**config.mk**
```make
export PLATFORM = sky130hd
export DESIGN_NAME = ili9341_spi_sink
export DESIGN_NICKNAME = d
export VERILOG_FILES = /design/src/rtl/ili9341_pkg.sv /design/src/rtl/spi_byte_rx.sv /design/src/rtl/ili9341_spi_sink.sv
export SDC_FILE = /design/constraint.sdc
export NUM_CORES = 1
export LEC_CHECK = 0
export ABC_AREA = 1
export CAP_MARGIN = 20
export CORE_UTILIZATION = 62
export CTS_BUF_LIST = sky130_fd_sc_hd__clkbuf_8
export CTS_CLUSTER_DIAMETER = 60
export DETAILED_ROUTE_END_ITERATION = 12
export PLACE_DENSITY = 0.85
export REMOVE_ABC_BUFFERS = 1
export SLEW_MARGIN = 20
export SYNTH_ARGS = -nofsm -noshare
export SYNTH_HDL_FRONTEND = slang
export SYNTH_SLANG_ARGS = --single-unit
```
**constraint.sdc**
```tcl
create_clock -name clk_out -period 3.3 [get_ports clk_out]
set_clock_uncertainty 0.15 [all_clocks]
set_input_delay 0.825 -clock clk_out [delete_from_list [all_inputs] [get_ports clk_out]]
set_output_delay 0.825 -clock clk_out [all_outputs]
set_load 0.02 [all_outputs]
```
**src/rtl/ili9341_pkg.sv**
```systemverilog
// Shared ILI9341 link definitions used by the display-side sink and the controller.
package ili9341_pkg;

  localparam logic [7:0] CMD_CASET = 8'h2A;
  localparam logic [7:0] CMD_PASET = 8'h2B;
  localparam logic [7:0] CMD_RAMWR = 8'h2C;

  localparam int unsigned BYTE_W   = 8;
  localparam int unsigned RGB565_W = 16;

  typedef enum logic [2:0] {
    ST_IDLE    = 3'd0,
    ST_CASET_P = 3'd1,
    ST_PASET_P = 3'd2,
    ST_RAMWR   = 3'd3,
    ST_OTHER_P = 3'd4
  } sink_state_e;

endpackage

```
**src/rtl/spi_byte_rx.sv**
```systemverilog
// SPI mode-0 byte assembler: pin registers, SCK edge detect, shift register, bit counter.
module spi_byte_rx
  import ili9341_pkg::*;
(
  input  logic              clk_out,
  input  logic              rst,
  input  logic              spi_sck,
  input  logic              spi_mosi,
  input  logic              spi_cs,
  input  logic              spi_dc,
  output logic              byte_valid_c,
  output logic [BYTE_W-1:0] byte_data_c,
  output logic              byte_dc_c,
  output logic              dc_err_c,
  output logic              cs_c
);

  localparam int unsigned CNT_W = 3;

  logic              sck_q, sck_prev_q, mosi_q, cs_q, dc_q;
  logic              dc_last_q, dc_last_d;
  logic [6:0]        shift_q, shift_d;
  logic [CNT_W-1:0]  bit_cnt_q, bit_cnt_d;
  logic              rise_c;

  // Rising SCK edge while selected; deselected edges are ignored.
  assign rise_c       = sck_q & ~sck_prev_q & ~cs_q;
  assign byte_valid_c = rise_c & (bit_cnt_q == CNT_W'(7));
  assign byte_data_c  = {shift_q, mosi_q};
  assign byte_dc_c    = dc_q;
  assign dc_err_c     = rise_c & (bit_cnt_q != CNT_W'(0)) & (dc_q != dc_last_q);
  assign cs_c         = cs_q;

  // Shift/count next state; CS high discards any partial byte.
  always_comb begin
    shift_d   = shift_q;
    bit_cnt_d = bit_cnt_q;
    dc_last_d = dc_last_q;
    if (cs_q) begin
      shift_d   = '0;
      bit_cnt_d = '0;
    end else if (rise_c) begin
      shift_d   = {shift_q[5:0], mosi_q};
      bit_cnt_d = bit_cnt_q + CNT_W'(1);
      dc_last_d = dc_q;
    end
  end

  // Pin sampling and byte assembly registers.
  always_ff @(posedge clk_out) begin
    if (!rst) begin
      sck_q      <= 1'b0;
      sck_prev_q <= 1'b0;
      mosi_q     <= 1'b0;
      cs_q       <= 1'b1;
      dc_q       <= 1'b0;
      dc_last_q  <= 1'b0;
      shift_q    <= '0;
      bit_cnt_q  <= '0;
    end else begin
      sck_q      <= spi_sck;
      sck_prev_q <= sck_q;
      mosi_q     <= spi_mosi;
      cs_q       <= spi_cs;
      dc_q       <= spi_dc;
      dc_last_q  <= dc_last_d;
      shift_q    <= shift_d;
      bit_cnt_q  <= bit_cnt_d;
    end
  end

endmodule

```
**src/rtl/ili9341_spi_sink.sv**
```systemverilog
// ILI9341 receive-side decoder: classifies bytes, tracks CASET/PASET window, emits tagged RGB565 pixels.
module ili9341_spi_sink
  import ili9341_pkg::*;
#(
  parameter int unsigned WIDTH   = 240,
  parameter int unsigned HEIGHT  = 240,
  parameter int unsigned COORD_W = 9
) (
  input  logic                clk_out,
  input  logic                rst,
  input  logic                spi_sck,
  input  logic                spi_mosi,
  input  logic                spi_cs,
  input  logic                spi_dc,
  output logic                cmd_valid,
  output logic [BYTE_W-1:0]   cmd_byte,
  output logic                param_valid,
  output logic [BYTE_W-1:0]   param_byte,
  output logic                pixel_valid,
  output logic [RGB565_W-1:0] pixel_data,
  output logic [COORD_W-1:0]  pixel_x,
  output logic [COORD_W-1:0]  pixel_y,
  output logic                frame_done,
  output logic                protocol_err
);

  localparam int unsigned PBUF_W = 3 * BYTE_W;

  logic              byte_valid_c, byte_dc_c, dc_err_c, cs_c;
  logic [BYTE_W-1:0] byte_data_c;

  sink_state_e         state_q, state_d;
  logic [1:0]          param_cnt_q, param_cnt_d;
  logic                param_done_q, param_done_d;
  logic [PBUF_W-1:0]   param_buf_q, param_buf_d;
  logic [COORD_W-1:0]  xs_q, xs_d, xe_q, xe_d, ys_q, ys_d, ye_q, ye_d;
  logic [COORD_W-1:0]  x_q, x_d, y_q, y_d;
  logic                pix_half_q, pix_half_d;
  logic [BYTE_W-1:0]   pix_hi_q, pix_hi_d;

  logic                cmd_valid_q, cmd_valid_d;
  logic [BYTE_W-1:0]   cmd_byte_q, cmd_byte_d;
  logic                param_valid_q, param_valid_d;
  logic [BYTE_W-1:0]   param_byte_q, param_byte_d;
  logic                pixel_valid_q, pixel_valid_d;
  logic [RGB565_W-1:0] pixel_data_q, pixel_data_d;
  logic [COORD_W-1:0]  pixel_x_q, pixel_x_d, pixel_y_q, pixel_y_d;
  logic                frame_done_q, frame_done_d;
  logic                protocol_err_q, protocol_err_d;

  spi_byte_rx u_rx (
    .clk_out      (clk_out),
    .rst          (rst),
    .spi_sck      (spi_sck),
    .spi_mosi     (spi_mosi),
    .spi_cs       (spi_cs),
    .spi_dc       (spi_dc),
    .byte_valid_c (byte_valid_c),
    .byte_data_c  (byte_data_c),
    .byte_dc_c    (byte_dc_c),
    .dc_err_c     (dc_err_c),
    .cs_c         (cs_c)
  );

  // Next-state: command decode, window parameter capture, pixel pairing and pointer walk.
  always_comb begin
    state_d        = state_q;
    param_cnt_d    = param_cnt_q;
    param_done_d   = param_done_q;
    param_buf_d    = param_buf_q;
    xs_d           = xs_q;
    xe_d           = xe_q;
    ys_d           = ys_q;
    ye_d           = ye_q;
    x_d            = x_q;
    y_d            = y_q;
    pix_half_d     = pix_half_q;
    pix_hi_d       = pix_hi_q;
    cmd_valid_d    = 1'b0;
    cmd_byte_d     = cmd_byte_q;
    param_valid_d  = 1'b0;
    param_byte_d   = param_byte_q;
    pixel_valid_d  = 1'b0;
    pixel_data_d   = pixel_data_q;
    pixel_x_d      = pixel_x_q;
    pixel_y_d      = pixel_y_q;
    frame_done_d   = 1'b0;
    protocol_err_d = dc_err_c;

    // A deselect drops a half-received pixel but keeps the FSM state.
    if (cs_c) begin
      pix_half_d = 1'b0;
    end

    if (byte_valid_c) begin
      if (!byte_dc_c) begin
        cmd_valid_d  = 1'b1;
        cmd_byte_d   = byte_data_c;
        pix_half_d   = 1'b0;
        param_cnt_d  = '0;
        param_done_d = 1'b0;
        case (byte_data_c)
          CMD_CASET: state_d = ST_CASET_P;
          CMD_PASET: state_d = ST_PASET_P;
          CMD_RAMWR: begin
            state_d = ST_RAMWR;
            x_d     = xs_q;
            y_d     = ys_q;
          end
          default:   state_d = ST_OTHER_P;
        endcase
      end else begin
        case (state_q)
          ST_RAMWR: begin
            if (!pix_half_q) begin
              pix_hi_d   = byte_data_c;
              pix_half_d = 1'b1;
            end else begin
              pix_half_d    = 1'b0;
              pixel_valid_d = 1'b1;
              pixel_data_d  = {pix_hi_q, byte_data_c};
              pixel_x_d     = x_q;
              pixel_y_d     = y_q;
              if (x_q == xe_q) begin
                x_d = xs_q;
                if (y_q == ye_q) begin
                  y_d          = ys_q;
                  frame_done_d = 1'b1;
                end else begin
                  y_d = y_q + COORD_W'(1);
                end
              end else begin
                x_d = x_q + COORD_W'(1);
              end
            end
          end
          ST_CASET_P, ST_PASET_P: begin
            param_valid_d = 1'b1;
            param_byte_d  = byte_data_c;
            if (!param_done_q) begin
              param_buf_d = {param_buf_q[PBUF_W-BYTE_W-1:0], byte_data_c};
              if (param_cnt_q == 2'd3) begin
                param_done_d = 1'b1;
                if (state_q == ST_CASET_P) begin
                  xs_d = COORD_W'(param_buf_q[PBUF_W-1:BYTE_W]);
                  xe_d = COORD_W'({param_buf_q[BYTE_W-1:0], byte_data_c});
                end else begin
                  ys_d = COORD_W'(param_buf_q[PBUF_W-1:BYTE_W]);
                  ye_d = COORD_W'({param_buf_q[BYTE_W-1:0], byte_data_c});
                end
              end else begin
                param_cnt_d = param_cnt_q + 2'd1;
              end
            end
          end
          default: begin
            param_valid_d = 1'b1;
            param_byte_d  = byte_data_c;
          end
        endcase
      end
    end
  end

  // State, window, pointer and output registers.
  always_ff @(posedge clk_out) begin
    if (!rst) begin
      state_q        <= ST_IDLE;
      param_cnt_q    <= '0;
      param_done_q   <= 1'b0;
      param_buf_q    <= '0;
      xs_q           <= '0;
      xe_q           <= COORD_W'(WIDTH - 1);
      ys_q           <= '0;
      ye_q           <= COORD_W'(HEIGHT - 1);
      x_q            <= '0;
      y_q            <= '0;
      pix_half_q     <= 1'b0;
      pix_hi_q       <= '0;
      cmd_valid_q    <= 1'b0;
      cmd_byte_q     <= '0;
      param_valid_q  <= 1'b0;
      param_byte_q   <= '0;
      pixel_valid_q  <= 1'b0;
      pixel_data_q   <= '0;
      pixel_x_q      <= '0;
      pixel_y_q      <= '0;
      frame_done_q   <= 1'b0;
      protocol_err_q <= 1'b0;
    end else begin
      state_q        <= state_d;
      param_cnt_q    <= param_cnt_d;
      param_done_q   <= param_done_d;
      param_buf_q    <= param_buf_d;
      xs_q           <= xs_d;
      xe_q           <= xe_d;
      ys_q           <= ys_d;
      ye_q           <= ye_d;
      x_q            <= x_d;
      y_q            <= y_d;
      pix_half_q     <= pix_half_d;
      pix_hi_q       <= pix_hi_d;
      cmd_valid_q    <= cmd_valid_d;
      cmd_byte_q     <= cmd_byte_d;
      param_valid_q  <= param_valid_d;
      param_byte_q   <= param_byte_d;
      pixel_valid_q  <= pixel_valid_d;
      pixel_data_q   <= pixel_data_d;
      pixel_x_q      <= pixel_x_d;
      pixel_y_q      <= pixel_y_d;
      frame_done_q   <= frame_done_d;
      protocol_err_q <= protocol_err_d;
    end
  end

  assign cmd_valid    = cmd_valid_q;
  assign cmd_byte     = cmd_byte_q;
  assign param_valid  = param_valid_q;
  assign param_byte   = param_byte_q;
  assign pixel_valid  = pixel_valid_q;
  assign pixel_data   = pixel_data_q;
  assign pixel_x      = pixel_x_q;
  assign pixel_y      = pixel_y_q;
  assign frame_done   = frame_done_q;
  assign protocol_err = protocol_err_q;

endmodule
```
==> summary by stage, run 1 <==
STA
Setup repair after global routing left no endpoint under its margin. The setup total negative slack is 0 ns. The remaining max-slew budget at the tightest pin is 0.3866.

Of the available clock period, the critical path in the final layout requires 0.7983. The pin slew with the least headroom to its limit is 0.9167 ns. The final-report setup violation count is 0. The slack of the critical path is 0.6656 ns.

The minimum period implied by the final worst setup slack is 2.634 ns. The final-report hold violation count is 0. The number of pins exceeding their max-slew limit in the final report is 0. The maximum operating frequency is 379.6 MHz.

Clock tree
Once the clock tree was built, the resizer swapped 0 gates to a different size. The root buffer cell is clkbuf_8. The number of setup buffers added after CTS is 0. The later pin in the worst-skew pair is clocked with a latency of 0.45 ns.

Clock tree synthesis found a total of 157 sinks. For this design, the CTS-stage hold fixing added 0 buffers. Clock-pin slew was measured on the worst setup and hold paths at 0.09 ns. The H-tree was split into 4 levels. The number of buffers added by the clock tree synthesis step is 17.

The CTS tree is done. In this run the deepest clock path goes through 2 buffers.

Detailed routing
Across all layers, the routed design uses 5,689 vias. The first detailed-routing pass took 5 iterations. For this block, the routed nets add up to 15.37 mm of wire. The number of DRC violations after detailed-routing iteration 0 is 376.

The post-detailed-route DRC marker count is 0. The vias per cell is 5.567. The final antenna-violating net count is 0. After detailed routing, the average wire length per cell comes to 15.04 um.

Final layout
The area growth from synthesis to layout is 15.72%. The layout cell share with drive strength beyond 1 is 0.07649. The library cell used most frequently in the layout, excluding fill and tap cells, is dfxtp_1.

The register area is 0.003143 mm^2. The multi-input combinational cell area is 0.002766 mm^2. In the layout the commonest cells are 157 x dfxtp_1, 127 x nand2_1, 113 x nor2_1. The fill cell total of the finished layout is 775. For this run, the post-layout net count is 888. The count of antenna diodes in the layout is 0.

Floorplanning
The chip width is 103.6 um. The die area is 0.01074 mm^2. The effective utilization at floorplan is 0.6460. The number of rows created at floorplan is 36. The top-level I/O count is 61. The core region is 0.009910 mm^2. In this run the vertical extent of the chip is 103.6 um.

Setup path
The arrival time of the worst setup path is 2.87 ns. The largest fanout on the critical path is 26. The standard cell with the maximum stage delay on the critical path is nor2_4. The largest single stage delay on the critical path is 0.43 ns. The critical path data required time is 3.54 ns. The sort of element at the end of the critical path is a flip-flop.

By startpoint and endpoint, the worst setup path is classified as reg2reg. STA classifies the critical path startpoint as a flip-flop. Traced cell by cell, the critical path runs through inv_2 -> nand3_2 -> nor2_4 -> inv_4 -> nor2_8 -> nand2_2 -> nor2_4 -> nand3_2 -> inv_2 -> nor2_1 -> nor2_1. The register-to-register setup slack is 0.67 ns.

Global routing
The total grt overflow is 0. The pin count of the biggest net entering global routing is 133. In the global route stage, overall resource usage came out at 0.2976.

The initial antenna violation count is 0. The number of global-route vias before repair is 5,341. The first global-routing pass estimated 25.55 mm of wire.

Power
The cell area power density is 461.6 mW/mm^2. The total leakage power is 0.003008 uW. The largest voltage drop on the vdd net is 0.3062 mV.

Placed design
Once detailed placement completed, the half-perimeter wirelength came to 10.18 mm. During placement, the flow inserted port buffers numbering 60. The congestion estimate from routability-driven global placement came to 0.8754.

Timing analysis after detailed placement gives a worst setup slack of 0.6966 ns.

Synth
The mean area per synthesized cell is 7.666 um^2. The number of distinct library cells after synthesis is 38. In the post-synthesis netlist, the biggest area contributors are dfxtp_1 49%, o21ai_0 7.8%, nand2_1 7.4%. Summed over all instances, the cell type with the most area after synthesis is dfxtp_1. Counting flops and latches in the post-synthesis netlist gives 157. The warning count from the yosys run is 0. The total standard cell area after synthesis is 0.006401 mm^2.

The number of instances in the synthesized netlist is 835. The share of synthesized area occupied by flip-flops and latches is 0.4910. Of the post-synthesis cell area, the dominant cell type holds 0.4910.

Status
The run finished with clean final reports.

Flow run
The tool flagged a number of max-cap violations equal to 0.

Hold path
The worst min-delay path class is reg2reg.
[registers in the layout, summed over array words and instances (netlist names), 2 cells and up]
name	count
pixel_y	9
xe_q	9
xs_q	9
param_buf_q	17
pixel_data	16
param_cnt_q	2
pixel_x	9
ys_q	9
u_rx.shift_q	7
state_q	3
x_q	9
param_byte	8
y_q	9
pix_hi_q	8
u_rx.bit_cnt_q	3
cmd_byte	8
ye_q	9
[through the flow]
stage / total power [uW] / hold WS [ns] / cell area (um^2) / cells / utilization
CTS: 3430 / 0.3021 / 7407 / 1022 / 0.7475
finish: 3419 / 0.2963 / 7407 / 1022 / 0.7475
global placement: 2023 / 0.2774 / 7012 / 990 / 0.7076
floorplan: 1982 / 0.2693 / 6197 / 792 / -
global route: 3529 / 0.3318 / 7407 / 1022 / 0.7475
detailed placement: 2026 / 0.2892 / 7012 / 990 / 0.7076
[synthesized netlist by cell type (all sizes together)]
master,count
xnor2,14
or2,1
nand3b,2
a21oi,76
nor4,2
nand4,7
inv,75
clkinv,1
nand2,131
o21bai,1
ha,6
o21ai,115
o211ai,14
clkbuf,19
dfxtp,157
a31oi,3
xor2,5
a2111oi,1
a21boi,3
nor2,119
buf,24
nor3,6
nand3,53
[power by group]
part	leakage, uW	internal, uW	switching, uW
registers	0.00127	1900	4.87
logic	0.00154	22.7	58.3
clock network	0.000201	686	751
[critical path, delay by kind of cell, from the launching register on]
family	cells	cell delay, ns
DFF	1	0.32
and+or+nand+nor	8	1.70
buffers and inverters	3	0.40
[worst paths after layout]
kind	cells after the start	to	start
hold / removal	2	u_rx.sck_prev_q	u_rx.sck_q
setup reg to reg	11	ys_q[7]	u_rx.cs_c
setup / recovery	11	ys_q[7]	u_rx.cs_c
hold reg to reg	2	u_rx.sck_prev_q	u_rx.sck_q
[cell type report]
class | instances | area share
clock buffer | 17 | 0.03159
clock inverter | 15 | 0.02179
inverter | 76 | 0.03885
multi-input combinational | 559 | 0.3735
sequential | 157 | 0.4243
tap | 133 | 0.02247
timing repair buffer | 65 | 0.08750
[cells by family after synthesis]
group,share of synthesized area
buf+inv,0.07682
flops,0.4910
fa+ha+maj,0.01173
simple gates,0.2197
xor+xnor,0.02600
compound gates,0.1747
[metal layers]
layer	GRT usage	wire [um]	vias to the layer above
met3	0.07111	973	40
met1	0.3676	6609	2636
met4	0.1542	544	0
met5	0	0	-
met2	0.4832	7243	198
li1	-	-	2815
Power figures use the tool's default switching activity.
==> inputs of run 2 (changes only) <==
--- a/config.mk
+++ b/config.mk
@@ -7,11 +7,11 @@
 export LEC_CHECK = 0
 export ABC_AREA = 1
 export CAP_MARGIN = 20
-export CORE_UTILIZATION = 62
+export CORE_UTILIZATION = 59
 export CTS_BUF_LIST = sky130_fd_sc_hd__clkbuf_8
 export CTS_CLUSTER_DIAMETER = 60
 export DETAILED_ROUTE_END_ITERATION = 12
-export PLACE_DENSITY = 0.85
+export PLACE_DENSITY = 0.82
 export REMOVE_ABC_BUFFERS = 1
 export SLEW_MARGIN = 20
 export SYNTH_ARGS = -nofsm -noshare
==> constraint.sdc (replaced) <==
create_clock -name clk_out -period 2.5 [get_ports clk_out]
set_clock_uncertainty 0.15 [all_clocks]
set_input_delay 0.625 -clock clk_out [delete_from_list [all_inputs] [get_ports clk_out]]
set_output_delay 0.625 -clock clk_out [all_outputs]
set_load 0.02 [all_outputs]
==> run 2 against run 1 <==
Against the previous run:
- first-iteration DRC count is 7.2% lower
- combinational power is 37% higher
- setup slack worse by 0.37 ns
- non-clock buffer count is 7 higher
- wire length is 1.3% lower
- die area is 5.0% higher
- worst hold slack better by 0.013 ns
- global-route usage is 1.5 points lower
- register-to-register slack worse by 0.31 ns
- sequential power is 32% higher
- cell count is 0.98% higher
==> summary by stage, run 2 (same netlist as run 1, synthesis figures left out) <==
Status
The run finished with clean final reports.

Floorplanning
The chip width was 106.2 um (+2.5%). The number of rows created at floorplan is 37 (+2.8%). The placeable core region came to 0.01042 mm^2 (+5.1%).

The effective utilization at floorplan came to 0.6145 (-0.03143). The die area came to 0.01127 mm^2 (+5.0%). The die outline height came to 106.2 um (+2.5%). The top-level I/O count is 61 (unchanged).

STA
Setup repair after global routing left no endpoint under its margin. The final clock period utilization by the worst path is 0.8814. The final-report setup violation count came to 0 (unchanged). The pin slew with the least headroom to its limit is 0.6782 ns (-0.2385 ns).

The setup total negative slack is 0 ns (unchanged). The number of pins exceeding their max-slew limit in the final report came to 0 (unchanged). The remaining max-slew budget at the tightest pin is 0.5462 (+0.1596). Derived from the worst setup path, the maximum achievable clock frequency is 453.8 MHz. The final-report hold violation count came to 0 (unchanged). After layout, the minimum clock period comes to 2.203 ns.

Final layout
The library cell used most frequently in the layout, excluding fill and tap cells, is dfxtp_1. The count of antenna diodes in the layout is 0 (unchanged). The share of the core filled with cells in the final layout is 0.7156 (-0.03192). The layout cell share with drive strength beyond 1 came to 0.08371 (+0.007215). The number of standard cells in the layout, taps in and fillers out is 1,032 (+0.98%). From synthesis to final layout, the design area changed by 16.44%. The number of flip-flops in the largest register is 17 (unchanged). The library cells used most frequently in the layout, excluding fill and tap cells, are 157 x dfxtp_1, 127 x nand2_1, 113 x nor2_1. The final net count was 895 (+0.79%).

The fill cell total of the finished layout is 833 (+7.5%). The register ranked first by flip-flop count is param_buf_q.

Global routing
The number of global-route vias before repair was 5,308 (-0.62%). The total grt overflow was 0 (unchanged). The pin count of the biggest net entering global routing is 133 (unchanged). The wire length of the first global-routing pass is 25.21 mm (-1.3%).

The initial antenna violation count was 0 (unchanged). The total global routing track utilization is 0.2831 (-0.01453).

Setup path
The peak per-stage delay on the critical path is 0.63 ns (+0.20 ns). The launching element type of the critical path is a flip-flop. The register-to-register setup slack is 0.36 ns (-0.31 ns). The arrival time of the worst setup path came to 1.43 ns (-1.44 ns). The buffering stage count on the worst path with inverters included was 1 (-2).

Tracing the worst setup path back leads to its startpoint at param_byte[7]. The startpoint identified for the worst register-to-register timing path is u_rx.bit_cnt_q[0]. The count of cells along the worst register-to-register path came to 10 (-1).

The endpoint of the lowest-slack register-to-register path is cmd_byte[2]. The largest fanout on the critical path was 2 (-92%). The signal on the critical path passes through clkdlybuf4s50_1.

The type of the worst setup path is reg2out. On the critical path, the stage with the largest delay is an instance of clkdlybuf4s50_1. The critical path data required time is 1.73 ns (-1.81 ns). The total stage count of the critical path is 1 (-10).

The category of cells accounting for the largest share of critical-path delay is buffers and inverters. The worst setup path is captured at a primary output. The critical path ends at param_byte[7].

Detailed routing
The number of DRC violations after detailed-routing iteration 0 is 349 (-7.2%). The number of detailed-routing iterations run before antenna repair is 5 (unchanged). The final routed wire length divided by cell count was 14.70 um (-2.3%).

The number of vias after detailed routing is 5,616 (-1.3%). The final antenna-violating net count was 0 (unchanged). The post-detailed-route DRC marker count is 0 (unchanged). The post-detailed-routing wire length is 15.17 mm (-1.3%). The vias per cell is 5.442 (-2.2%).

Clock tree
The maximum level of the CTS H-tree came to 4 (unchanged). The root buffer cell is clkbuf_8. The CTS clock-pin slew for the worst setup and hold paths came to 0.09 ns (about the same).

The number of buffers added by the clock tree synthesis step is 17 (unchanged). The number of clock sinks is 157 (unchanged). The source-to-sink clock delay at the later pin of the worst-skew pair is 0.45 ns (about the same). The CTS tree is done.

The post-CTS setup buffer count was 0 (unchanged). The maximum clock insertion buffer count came to 2 (unchanged). The number of buffers inserted for hold repair after clock tree synthesis is 0 (unchanged).

The post-cts gate resize count came to 0 (unchanged).

Placed design
The last weighted congestion value of the routability-driven placer is 0.9413 (+7.5%). The total half-perimeter wirelength after legalization and detailed placement came to 10.24 mm (+0.56%). The number of instances in the placed design was 1,000 (+1.0%). The count of buffers from port buffering is 60 (unchanged).

Power
The total leakage power is 0.003030 uW (+0.74%). The largest voltage drop on the vdd net is 0.4764 mV (+56%). The cell area power density came to 598.8 mW/mm^2 (+30%).

Hold path
The worst hold path belongs to the class reg2reg.

Flow run
The number of max-cap violations was 0 (unchanged).
## run 2: power by group
| group | internal (uW) | leakage [uW] | switching, uW |
|---|---|---|---|
| Combinational | 32.6 | 0.00158 | 78.2 |
| Clock | 818 | 0.000187 | 1030 |
| Sequential | 2500 | 0.00127 | 5.13 |
## run 2: area by class of cell
| type | instances | area [um^2] | area share |
|---|---|---|---|
| sequential | 157 | 3143 | 0.4217 |
| multi-input combinational | 559 | 2766 | 0.3712 |
| timing repair buffer | 72 | 700.7 | 0.09401 |
| inverter | 76 | 287.8 | 0.03861 |
| clock buffer | 17 | 234.0 | 0.03139 |
| tap | 136 | 170.2 | 0.02283 |
| clock inverter | 15 | 151.4 | 0.02031 |
## run 2: metal layers
metal,global-route usage,share of wire,vias up
met2,0.4842,0.48,179
met1,0.3469,0.43,2580
met4,0.1042,0.016,0
met5,0,0,-
met3,0.06438,0.067,26
li1,-,-,2831
## run 2: how the worst min path moves through the flow
stage | from | end | depth (start not counted)
detailed placement | u_rx.sck_q | u_rx.sck_prev_q | 2
floorplan | u_rx.sck_q | u_rx.sck_prev_q | 2
global placement | u_rx.sck_q | u_rx.sck_prev_q | 2
CTS | u_rx.sck_q | u_rx.sck_prev_q | 2
finish | u_rx.sck_q | u_rx.sck_prev_q | 2
global route | xs_q[8] | xs_q[8] | 2
## run 2: metrics by stage
step	instance area, um^2	power, uW	hold slack, ns	setup slack, ns
2_1_floorplan	6197	2617	0.2693	-0.1036
3_3_place_gp	7068	2672	0.2778	0.4877
3_5_place_dp	7068	2676	0.2968	0.3765
4_1_cts	7453	4465	0.3102	0.2840
5_1_grt	7453	4601	0.3333	0.1808
6_report	7453	4463	0.3095	0.2966
